[src/rtl/game_pkg.sv]
// game_pkg: shared state/cell encodings and cursor navigation helper
package game_pkg;
  typedef enum logic [1:0] {
    ST_IDLE   = 2'b00,
    ST_PLAY   = 2'b01,
    ST_SETTLE = 2'b10,
    ST_OVER   = 2'b11
  } state_t;
  localparam logic [1:0] CELL_EMPTY = 2'b00;
  localparam logic [1:0] CELL_O = 2'b01;
  localparam logic [1:0] CELL_X = 2'b10;
  localparam int GRID_CELLS = 9;
  localparam logic [3:0] CURSOR_RESET = 4'd4;
  // Wrapping 3x3 move; only the highest-priority direction (up>down>left>right) applies
  function automatic logic [3:0] cursor_step(input logic [3:0] c, input logic up, input logic dn,
                                             input logic lf, input logic rt);
    logic [3:0] r, k;
    r = (c >= 4'd6) ? 4'd2 : (c >= 4'd3) ? 4'd1 : 4'd0;
    k = c - 4'd3 * r;
    if (up) r = (r == 4'd0) ? 4'd2 : r - 4'd1;
    else if (dn) r = (r == 4'd2) ? 4'd0 : r + 4'd1;
    else if (lf) k = (k == 4'd0) ? 4'd2 : k - 4'd1;
    else if (rt) k = (k == 4'd2) ? 4'd0 : k + 4'd1;
    return 4'd3 * r + k;
  endfunction
endpackage

[src/rtl/button_edge_detect.sv]
// button_edge_detect: rising-edge pulses; history presets high so buttons held through reset do not fire
module button_edge_detect #(
  parameter int W = 1
) (
  input  logic         clk,
  input  logic         rst,
  input  logic [W-1:0] lvl,
  output logic [W-1:0] rise
);
  logic [W-1:0] prev_d, prev_q;
  always_comb prev_d = lvl;
  always_ff @(posedge clk) prev_q <= rst ? '1 : prev_d;
  assign rise = lvl & ~prev_q;
endmodule

[src/rtl/move_controller.sv]
// move_controller: turn/cursor FSM issuing validated mark pulses, settle wait, turn timeout and game-over latch
module move_controller import game_pkg::*; #(
  parameter int SETTLE_CYCLES  = 2,
  parameter int TIMEOUT_CYCLES = 0,
  parameter int CNT_W          = 32
) (
  input  logic       clk,
  input  logic       rst,
  input  logic       btn_up,
  input  logic       btn_down,
  input  logic       btn_left,
  input  logic       btn_right,
  input  logic       btn_confirm,
  input  logic       start,
  input  logic [1:0] x0,
  input  logic [1:0] x1,
  input  logic [1:0] x2,
  input  logic [1:0] x3,
  input  logic [1:0] x4,
  input  logic [1:0] x5,
  input  logic [1:0] x6,
  input  logic [1:0] x7,
  input  logic [1:0] x8,
  input  logic [1:0] winner,
  output logic [1:0] game_state,
  output logic       whosTurn,
  output logic [1:0] mark,
  output logic [3:0] position,
  output logic [3:0] cursor,
  output logic       invalid_move,
  output logic       timeout,
  output logic       board_clear,
  output logic [1:0] final_winner
);
  logic [5:0] e;
  logic [1:0] cells [GRID_CELLS];
  logic [1:0] cell_cur;
  state_t state_d, state_q;
  logic turn_d, turn_q, inv_d, inv_q, to_d, to_q, clr_d, clr_q;
  logic [1:0] mark_d, mark_q, fw_d, fw_q;
  logic [3:0] pos_d, pos_q, cur_d, cur_q;
  logic [CNT_W-1:0] cnt_d, cnt_q;

  button_edge_detect #(.W(6)) u_edge (
    .clk (clk),
    .rst (rst),
    .lvl ({start, btn_confirm, btn_right, btn_left, btn_down, btn_up}),
    .rise(e)
  );

  assign cells = '{x0, x1, x2, x3, x4, x5, x6, x7, x8};
  assign cell_cur = cells[cur_q];

  // One counter serves as turn timer in PLAY and settle timer in SETTLE (mark cycle = 0)
  always_comb begin
    state_d = state_q;
    turn_d  = turn_q;
    mark_d  = CELL_EMPTY;
    pos_d   = pos_q;
    cur_d   = cur_q;
    inv_d   = 1'b0;
    to_d    = 1'b0;
    clr_d   = 1'b0;
    fw_d    = fw_q;
    cnt_d   = cnt_q;
    case (state_q)
      ST_IDLE: if (e[5]) begin
        state_d = ST_PLAY;
        turn_d  = 1'b0;
        cnt_d   = '0;
      end
      ST_PLAY: begin
        cnt_d = cnt_q + 1'b1;
        if (!e[4]) cur_d = cursor_step(cur_q, e[0], e[1], e[2], e[3]);
        if (e[4] && cell_cur == CELL_EMPTY) begin
          mark_d  = turn_q ? CELL_X : CELL_O;
          pos_d   = cur_q;
          state_d = ST_SETTLE;
          cnt_d   = '0;
        end else if (e[4]) inv_d = 1'b1;
        else if (TIMEOUT_CYCLES != 0 && cnt_q >= CNT_W'(TIMEOUT_CYCLES - 1)) begin
          to_d   = 1'b1;
          turn_d = ~turn_q;
          cnt_d  = '0;
        end
      end
      ST_SETTLE: begin
        cnt_d = cnt_q + 1'b1;
        if (cnt_q >= CNT_W'(SETTLE_CYCLES)) begin
          state_d = (winner != CELL_EMPTY) ? ST_OVER : ST_PLAY;
          fw_d    = winner;
          turn_d  = (winner != CELL_EMPTY) ? turn_q : ~turn_q;
          cnt_d   = '0;
        end
      end
      ST_OVER: if (e[5]) begin
        state_d = ST_IDLE;
        clr_d   = 1'b1;
        fw_d    = CELL_EMPTY;
        cur_d   = CURSOR_RESET;
      end
    endcase
  end

  always_ff @(posedge clk) begin
    if (rst) begin
      state_q <= ST_IDLE;
      turn_q  <= 1'b0;
      mark_q  <= CELL_EMPTY;
      pos_q   <= 4'd0;
      cur_q   <= CURSOR_RESET;
      inv_q   <= 1'b0;
      to_q    <= 1'b0;
      clr_q   <= 1'b0;
      fw_q    <= CELL_EMPTY;
      cnt_q   <= '0;
    end else begin
      state_q <= state_d;
      turn_q  <= turn_d;
      mark_q  <= mark_d;
      pos_q   <= pos_d;
      cur_q   <= cur_d;
      inv_q   <= inv_d;
      to_q    <= to_d;
      clr_q   <= clr_d;
      fw_q    <= fw_d;
      cnt_q   <= cnt_d;
    end
  end

  assign game_state   = state_q;
  assign whosTurn     = turn_q;
  assign mark         = mark_q;
  assign position     = pos_q;
  assign cursor       = cur_q;
  assign invalid_move = inv_q;
  assign timeout      = to_q;
  assign board_clear  = clr_q;
  assign final_winner = fw_q;
endmodule

[config.mk]
export PLATFORM = sky130hd
export DESIGN_NAME = move_controller
export DESIGN_NICKNAME = d
export VERILOG_FILES = /design/src/rtl/game_pkg.sv /design/src/rtl/button_edge_detect.sv /design/src/rtl/move_controller.sv
export SDC_FILE = /design/constraint.sdc
export NUM_CORES = 1
export LEC_CHECK = 0
export CAP_MARGIN = 10
export CELL_PAD_IN_SITES_DETAIL_PLACEMENT = 1
export CELL_PAD_IN_SITES_GLOBAL_PLACEMENT = 2
export CORE_UTILIZATION = 25
export CTS_CLUSTER_SIZE = 24
export DETAILED_ROUTE_END_ITERATION = 12
export GPL_TIMING_DRIVEN = 0
export PLACE_DENSITY = 0.69
export SKIP_CTS_REPAIR_TIMING = 1
export SLEW_MARGIN = 10
export SYNTH_ARGS = -nofsm -noshare
export SYNTH_HDL_FRONTEND = slang
export SYNTH_SLANG_ARGS = --single-unit
[constraint.sdc]
create_clock -name clk -period 9.3 [get_ports clk]
set_input_delay 1.86 -clock clk [delete_from_list [all_inputs] [get_ports clk]]
set_output_delay 1.86 -clock clk [all_outputs]
set_load 0.02 [all_outputs]
==> impl_metrics.tcl <==
set metrics [dict create \
    clk_pin_slew_ns 0.08 \
    grt_use_total_pct 15.7 \
    clock.fmax_ghz 0.197 \
    top_level_ports 46 \
    fin_skew_ns 0.0101 \
    min_period_ns 5.07 \
    wirelength_mm 10.6 \
    p_leak_nw 1.63 \
    synth_warnings 0 \
    clock_tree.buffer_depth 2 \
    combPwrFrac_pct 50.0 \
    stdcell_area_um2 4290 \
    grt_first_pass_wirelength_mm 17.7 \
    power_density_nw_per_um2 227 \
    syn_area_um2 3460 \
    die_y_um 120 \
    grt_overflow 0 \
    grt_max_degree 19 \
    synth_area_leader_cell "dfxtp_1" \
    async_reset_ff_share_pct 0 \
    rows 42 \
    p_sw_w 0.000404 \
    crit_path_start_kind "flop" \
    route.detailed.drc 0 \
    ir_drop_v 0.0000973 \
    worstSkewPairLatency_ns 0.31 \
    yosysSeqAreaShare_pct 31.8 \
    crit_fanout 10 \
    final_nets 527 \
    setup_viol 0 \
    crit_required_ns 9.50 \
    crit_type "flop to flop" \
    tightestPinTransition_ns 0.769 \
    synth_commonest_cells "55 x dfxtp_1, 40 x nand2_1, 34 x nor2_1" \
    synth_flop_cell "dfxtp_1" \
    crit_chain "buf_4 > a211oi_1 > nor2_1 > ha_1 > inv_1 > ha_1 > xor2_1 > inv_1 > ha_1 > a21oi_1 > a31oi_1 > o21ai_0 > a22oi_1 > fa_1 > inv_1 > fa_1 > xnor2_1 > nand2_1 > nor2_1 > a221o_1" \
    clock_sinks 55 \
    cts_max_level 2 \
    period_share_pct 54.5 \
    synth-edff-count 0 \
    vias 3274 \
    vias_per_cell 5.01 \
    cp_num_buf_inv 4 \
    post-synth-top-count-cell "dfxtp_1" \
    finish.utilization_pct 32.1 \
    synth_nets 476 \
    arrival_ns 5.27 \
    nFillCells 1618 \
    worstSetupEndpointType "flop" \
    hp-class "flop to flop" \
    cts_buffers 5 \
    synth-seq-cells 55 \
    synth_cell_type_count 59 \
    crit_path_top_delay_cell "a211oi_1" \
    slowest_delay_ns 0.68 \
    first_iter_violations 152 \
    dieArea_um2 14300 \
    fin_tns_setup_ns 0 \
    multiInputGateArea_um2 2210 \
    gp_congestion 0.793 \
    seqCellArea_um2 1100 \
    post_synth_inst_count 425 \
    antenna_left 0 \
    tritoncts "done" \
    drv_cap 0 \
    relSlewSlack_pct 48.4 \
    first_pass_iters 4 \
    port_buffers 44 \
    hold_viol_final 0 \
    synth_top_area_share_pct 31.8 \
    clock-root-buffer "clkbuf_16" \
    netSwitchingFraction_pct 41.6 \
    antenna_found_initial 0 \
    seq_power_share_pct 26.5 \
    syn2layout_area_growth_pct 24.1 \
    layout-drive-gt1-share_pct 7.34 \
    die_w_um 120 \
    synthTopCellsByArea "dfxtp_1 32%, ha_1 6.9%, nand2_1 4.3%" \
    dp_hpwl_mm 8.16 \
    avgRoutedWirePerCell_um 16.2 \
    status "finished, final reports clean" \
    grt_pass1_vias 3448 \
    avgSynthCellArea_um2 8.13 \
    pwr-share-clk_pct 23.5 \
    cp_top_family "adder cells" \
    core_area_um2 13300 \
    antenna_cells 0 \
    place_area_um2 4120 \
    final_max_slew_viol_count 0 \
    rsz0062_at_grt "false" \
    initial_core_util_pct 25.9 \
    intPower_w 0.000569 \
]
-- state kept, by name, indices dropped and copies added, names as in the netlist --
| signal | count |
|---|---|
| game_state | 2 |
| board_clear | 1 |
| cursor | 4 |
| u_edge.prev_q | 6 |
| invalid_move | 1 |
| final_winner | 2 |
| mark | 2 |
| cnt_q | 32 |
| position | 4 |
| whosTurn | 1 |
-- per-layer routing --
metal	global-route usage, %	vias up	part of all wire (%)
li1	-	1629	-
met1	20.6	1594	49
met2	26.0	45	46
met3	3.66	6	3.4
met4	3.98	0	1.1
met5	0	-	0
-- cell type report --
cell class / count / share of cell area (%)
multi-input combinational: 336 / 51.4
inverter: 14 / 1.23
tap: 176 / 5.13
clock buffer: 5 / 2.92
timing repair buffer: 44 / 10.3
clock inverter: 3 / 1.08
buffer: 20 / 2.28
sequential: 55 / 25.7
-- stage by stage --
stage	total power [W]	setup slack (ns)	std cells	hold slack (ns)
finish	0.000973	4.23	653	0.496
global route	0.00106	3.73	653	0.505
CTS	0.000988	4.18	653	0.497
detailed placement	0.000753	4.22	645	0.486
global placement	0.000740	4.29	645	0.478
floorplan	0.000616	4.72	425	0.454
-- logic make-up (layout without fill, tap and decap cells) --
logic type	count (synthesis)	after routing	share of synthesized area (%)
AND/OR/NAND/NOR	198	198	30.7
AO/OA/AOI/OAI	90	90	17.3
flip-flops	55	55	31.8
buffers and inverters	34	86	4.34
adder cells (fa/ha/maj)	23	23	9.19
multiplexers	14	14	4.05
XOR/XNOR	9	9	2.28
other	2	2	0.217
-- final timing paths --
check,start,endpoint,slack (ns),depth (start not counted)
max reg2reg,cursor[1],cursor[3],4.23,20
max,cursor[1],cursor[3],4.23,20
min reg2reg,cnt_q[11],cnt_q[11],0.50,1
min,cnt_q[11],cnt_q[11],0.50,1
-- layout by cell type (no fill, tap or decap), drive strengths merged, types with 4 or more instances in the layout --
cell / count
a211oi: 9
mux2i: 14
xor2: 4
buf: 12
nand2b: 9
ha: 19
a21oi: 29
nor3b: 5
a221o: 4
nor4: 10
nor2: 34
fa: 4
or3: 9
nor2b: 5
nand3: 28
inv: 15
clkbuf: 13
o21ai: 19
or2: 13
nand2: 40
xnor2: 5
nand4: 10
a211o: 4
clkdlybuf4s50: 44
or4: 5
dfxtp: 55
nor3: 9
and2: 4
and3: 12
-- worst register-to-register path, delay by kind of cell (launching register included) --
kind,cells,cell delay (ns)
XOR/XNOR,2,0.41
buffers and inverters,4,0.49
AND/OR/NAND/NOR,3,0.29
AO/OA/AOI/OAI,6,1.57
adder cells (fa/ha/maj),5,1.83
flip-flops,1,0.38
-- power by group through the flow --
stage	registers, W	clock network (W)	logic, W
6_report	0.000258	0.000229	0.000486
5_1_grt	0.000261	0.000247	0.000553
4_1_cts	0.000259	0.000237	0.000492
3_5_place_dp	0.000264	0	0.000489
3_3_place_gp	0.000264	0	0.000476
2_1_floorplan	0.000271	0	0.000345
Note: power is estimated with default switching activity, not from simulation.
==> variant 1: new RTL, same flow settings <==
Add an input register stage for `btn_left`, cleared by the reset; this delays it by one clock. The other inputs are not delayed to match.
--- a/src/rtl/move_controller.sv
+++ b/src/rtl/move_controller.sv
@@ -33,4 +33,15 @@
   output logic [1:0] final_winner
 );
+
+  logic btn_left_q;
+
+  always_ff @(posedge clk) begin
+    if (rst) begin
+      btn_left_q <= '0;
+    end else begin
+      btn_left_q <= btn_left;
+    end
+  end
+
   logic [5:0] e;
   logic [1:0] cells [GRID_CELLS];
@@ -45,5 +56,5 @@
     .clk (clk),
     .rst (rst),
-    .lvl ({start, btn_confirm, btn_right, btn_left, btn_down, btn_up}),
+    .lvl ({start, btn_confirm, btn_right, btn_left_q, btn_down, btn_up}),
     .rise(e)
   );
Behaviour: not the same (a bounded check fails within 4 cycles, from zero or initial values and one cycle with rst high).
==> variant 1 against the unedited design <==
  * First-iteration DRC count is 7.2% higher
  * Via count increased by 21%
  * Final area increased by 11%
  * Core utilization fell by 0.82 points
  * Maximum frequency grew 6.2%
  * Routed wire length up 30%
  * Worst setup slack better by 300 ps
  * Sequential cell count is 1 higher
  * Area after synthesis increased by 14%
  * Total power increased by 21%
  * Critical path type unchanged
  * Highest routed layer unchanged
==> variant 1: results (changes against the unedited design) <==
metric,value,unit,change
synth cell count leaders,"56 x dfxtp_1, 51 x nor2_1, 40 x inv_1",,
largest net degree at the start of global routing,20,,+1
combinational power,0.690,mW,+42%
clock-cell share of area,3.14,%,-0.85 points
Avg WL per Cell,18.2,um,+12%
fraction of area in registers,23.5,%,-2.2 points
Initial DRC Count,163,,+7.2%
clk_skew,10.6,ps,+0.505 ps
status,"finished, final reports clean",,
DR vias,3967,,+21%
invs w/o clock,41,,+27
cell total after placement,748,,+16%
Met3 Wirelength,583,um,+61%
Final #Nets,595,,+13%
overall routing resource usage,17.5,%,+1.8 points
final wirelength,13.7,mm,+30%
dominant cells by area after synthesis,"dfxtp_1 28%, ha_1 6.0%, o2111ai_1 6.0%, nor2_1 4.9%, a22oi_1 3.8%",,
crit path max fanout,8,,-2
peak supply drop,89.6,uV,-7.9%
# fillers,1837,,+14%
Signal buf overhead,12.3,%,-0.29 points
Seq pwr share,24.0,%,-2.5 points
DRT met1 WL,6.60,mm,+26%
Routed met2 length,6.48,mm,+33%
post-synth cell types,63,,+6.8%
nonclk buf count,72,,+13%
multi-input gates,368,,+9.5%
## variant 1: worst max-delay path: stages (launching register included)
cell and delay, ps:
dfxtp_1 420, nor2_1 230, and2_1 150, clkbuf_1 240, nor2_1 110, ha_1 310, inv_1 50, ha_1 280
xor2_1 430, inv_1 170, ha_1 250, a311oi_1 230, a21o_1 120, a32o_1 120, a22oi_1 120, fa_1 510
inv_1 50, fa_1 420, xnor2_1 200, xnor2_1 80, o31ai_1 180
## variant 1: path summary, 6_finish.rpt
check / from / end / slack (ps) / depth (start not counted)
worst min-delay path: btn_left_q / u_edge.prev_q[2] / 490 / 1
worst min register to register: btn_left_q / u_edge.prev_q[2] / 490 / 1
worst max-delay path: cursor[3] / cursor[3] / 4520 / 20
worst max register to register: cursor[3] / cursor[3] / 4520 / 20
## variant 1: cell families (layout without fill, tap and decap cells)
family                     after synthesis  after routing  synth area share, %
muxes                                    7              7                 1.81
AOI/OAI and AO/OA                      129            129                 25.4
xor gates and xnor gates                 7              7                 1.56
DFF                                     56             56                 28.5
adders and majority gates               23             23                 8.08
other                                    2              2                0.191
buffers and inverters                   70            121                 7.86
and+or+nand+nor                        200            200                 26.6
## variant 1: metrics by stage
stage | hold slack [ps] | setup WS [ps] | util, % | cell area (sq um) | power, mW
6_report | 495 | 4520 | 31.3 | 4780 | 1.18
3_3_place_gp | 466 | 4420 | 30.3 | 4630 | 0.971
2_1_floorplan | 434 | 5000 | - | 3930 | 0.768
3_5_place_dp | 486 | 4420 | 30.3 | 4630 | 0.985
4_1_cts | 505 | 4450 | 31.3 | 4780 | 1.20
5_1_grt | 536 | 4150 | 31.3 | 4780 | 1.28
## variant 1: per-layer routing
layer	vias up	GRT usage, %
met3	6	3.27
met1	1935	23.5
met5	-	0
li1	1933	-
met2	93	29.8
met4	0	2.31
==> variant 2: new RTL, config.mk and constraints unchanged <==
Made on the original files. Change the parameter `CNT_W` from 32 to 48.
--- a/src/rtl/move_controller.sv
+++ b/src/rtl/move_controller.sv
@@ -3,5 +3,5 @@
   parameter int SETTLE_CYCLES  = 2,
   parameter int TIMEOUT_CYCLES = 0,
-  parameter int CNT_W          = 32
+  parameter int CNT_W          = 48
 ) (
   input  logic       clk,
Check against the original RTL: no difference found for any inputs over 10 cycles, from zero or initial values and one cycle with rst high; that may be too few to reach the edited logic, so the function may still have changed.
==> variant 2 against the unedited design <==
  * Global-route usage decreased by 0.17 points
  * Sequential power increased by 29%
  * Area after synthesis increased by 20%
  * Non-clock buffer count decreased by 2
  * Final area increased by 20%
  * Count of clock-buffer cells in the layout increased by 6
  * Sequential share of layout area increased by 1.9 points
  * Worst setup slack got worse by 470 ps
  * Maximum frequency decreased by 8.5%
  * Sequential cell count increased by 16
  * Total power increased by 28%
  * Routed wire length increased by 14%
  * Largest power group unchanged
==> variant 2: results (changes against the unedited design) <==
metric,value,unit,change
synth cell count leaders,"73 x nor2_1, 71 x dfxtp_1, 39 x nand2_1",,
Synth Area in Compound Gates,11.4,%,-6.0 points
Final #Nets,609,,+16%
share of cells above drive strength 1,7.99,%,+0.66 points
hpwl dp,9.18,mm,+13%
GP Congestion,0.724,,-8.7%
overall routing resource usage,15.6,%,-0.17 points
Area after DPL,4860,sq um,+18%
mux cell area share after synthesis,1.99,%,-2.1 points
status,"finished, final reports clean",,
XOR/XNOR share of the synthesized area,9.06,%,+6.8 points
"slowest stage delay, CP",730,ps,+50 ps
Initial DRC Count,161,,+5.9%
Mapped Cells,504,,+19%
combinational cell fraction of total power,45.4,%,-4.6 points
clk_skew,7.72,ps,-2.36 ps
"Cell Area, Synth",4160,sq um,+20%
DR vias,3805,,+16%
first-pass GRT wire length,20.5,mm,+16%
H-tree Lvls,3,,+1
hold path start,whosTurn,,
"Reg clk slew, reported paths",60,ps,-20 ps
largest net degree at the start of global routing,13,,-6
post-synthesis net count,555,,+17%
adder-cell share of the synthesized area,7.64,%,-1.6 points
final cell count without fillers,779,,+19%
crit path max fanout,7,,-3
Worst Hold Slack,466,ps,-30.1 ps
final wirelength,12.1,mm,+14%
biggest regs,"cnt_q x48, u_edge.prev_q x6",,
-- variant 2: cell types whose count changed after synthesis, moves of 12 or more --
cell,unedited run,this run
xnor2_1,5,30
dfxtp_1,55,71
a21oi_1,29,17
nor2_1,34,73
-- variant 2: layout make-up --
cell class                      instances  area (sq um)  area share, %
Sequential cell                        71          1420           27.6
Clock buffer                           11           233           4.52
Buffer                                 19          82.6           1.60
Inverter                               23          86.3           1.68
Tap cell                              216           270           5.25
Timing Repair Buffer                   43           430           8.36
Multi-Input combinational cell        391          2570           49.9
Clock inverter                          5          58.8           1.14
-- variant 2: final timing paths --
kind                to  slack, ps  cells past startpoint
max          cursor[3]       3750                     18
min            mark[0]        470                      1
max reg2reg  cursor[3]       3750                     18
min reg2reg    mark[0]        470                      1
-- variant 2: layer usage --
metal | up-vias | routed length, um | global-route usage (%)
met5 | - | 0 | 0
met4 | 0 | 182 | 5.07
met1 | 1831 | 5570 | 18.7
met2 | 54 | 5880 | 27.6
li1 | 1906 | - | -
met3 | 14 | 437 | 3.34
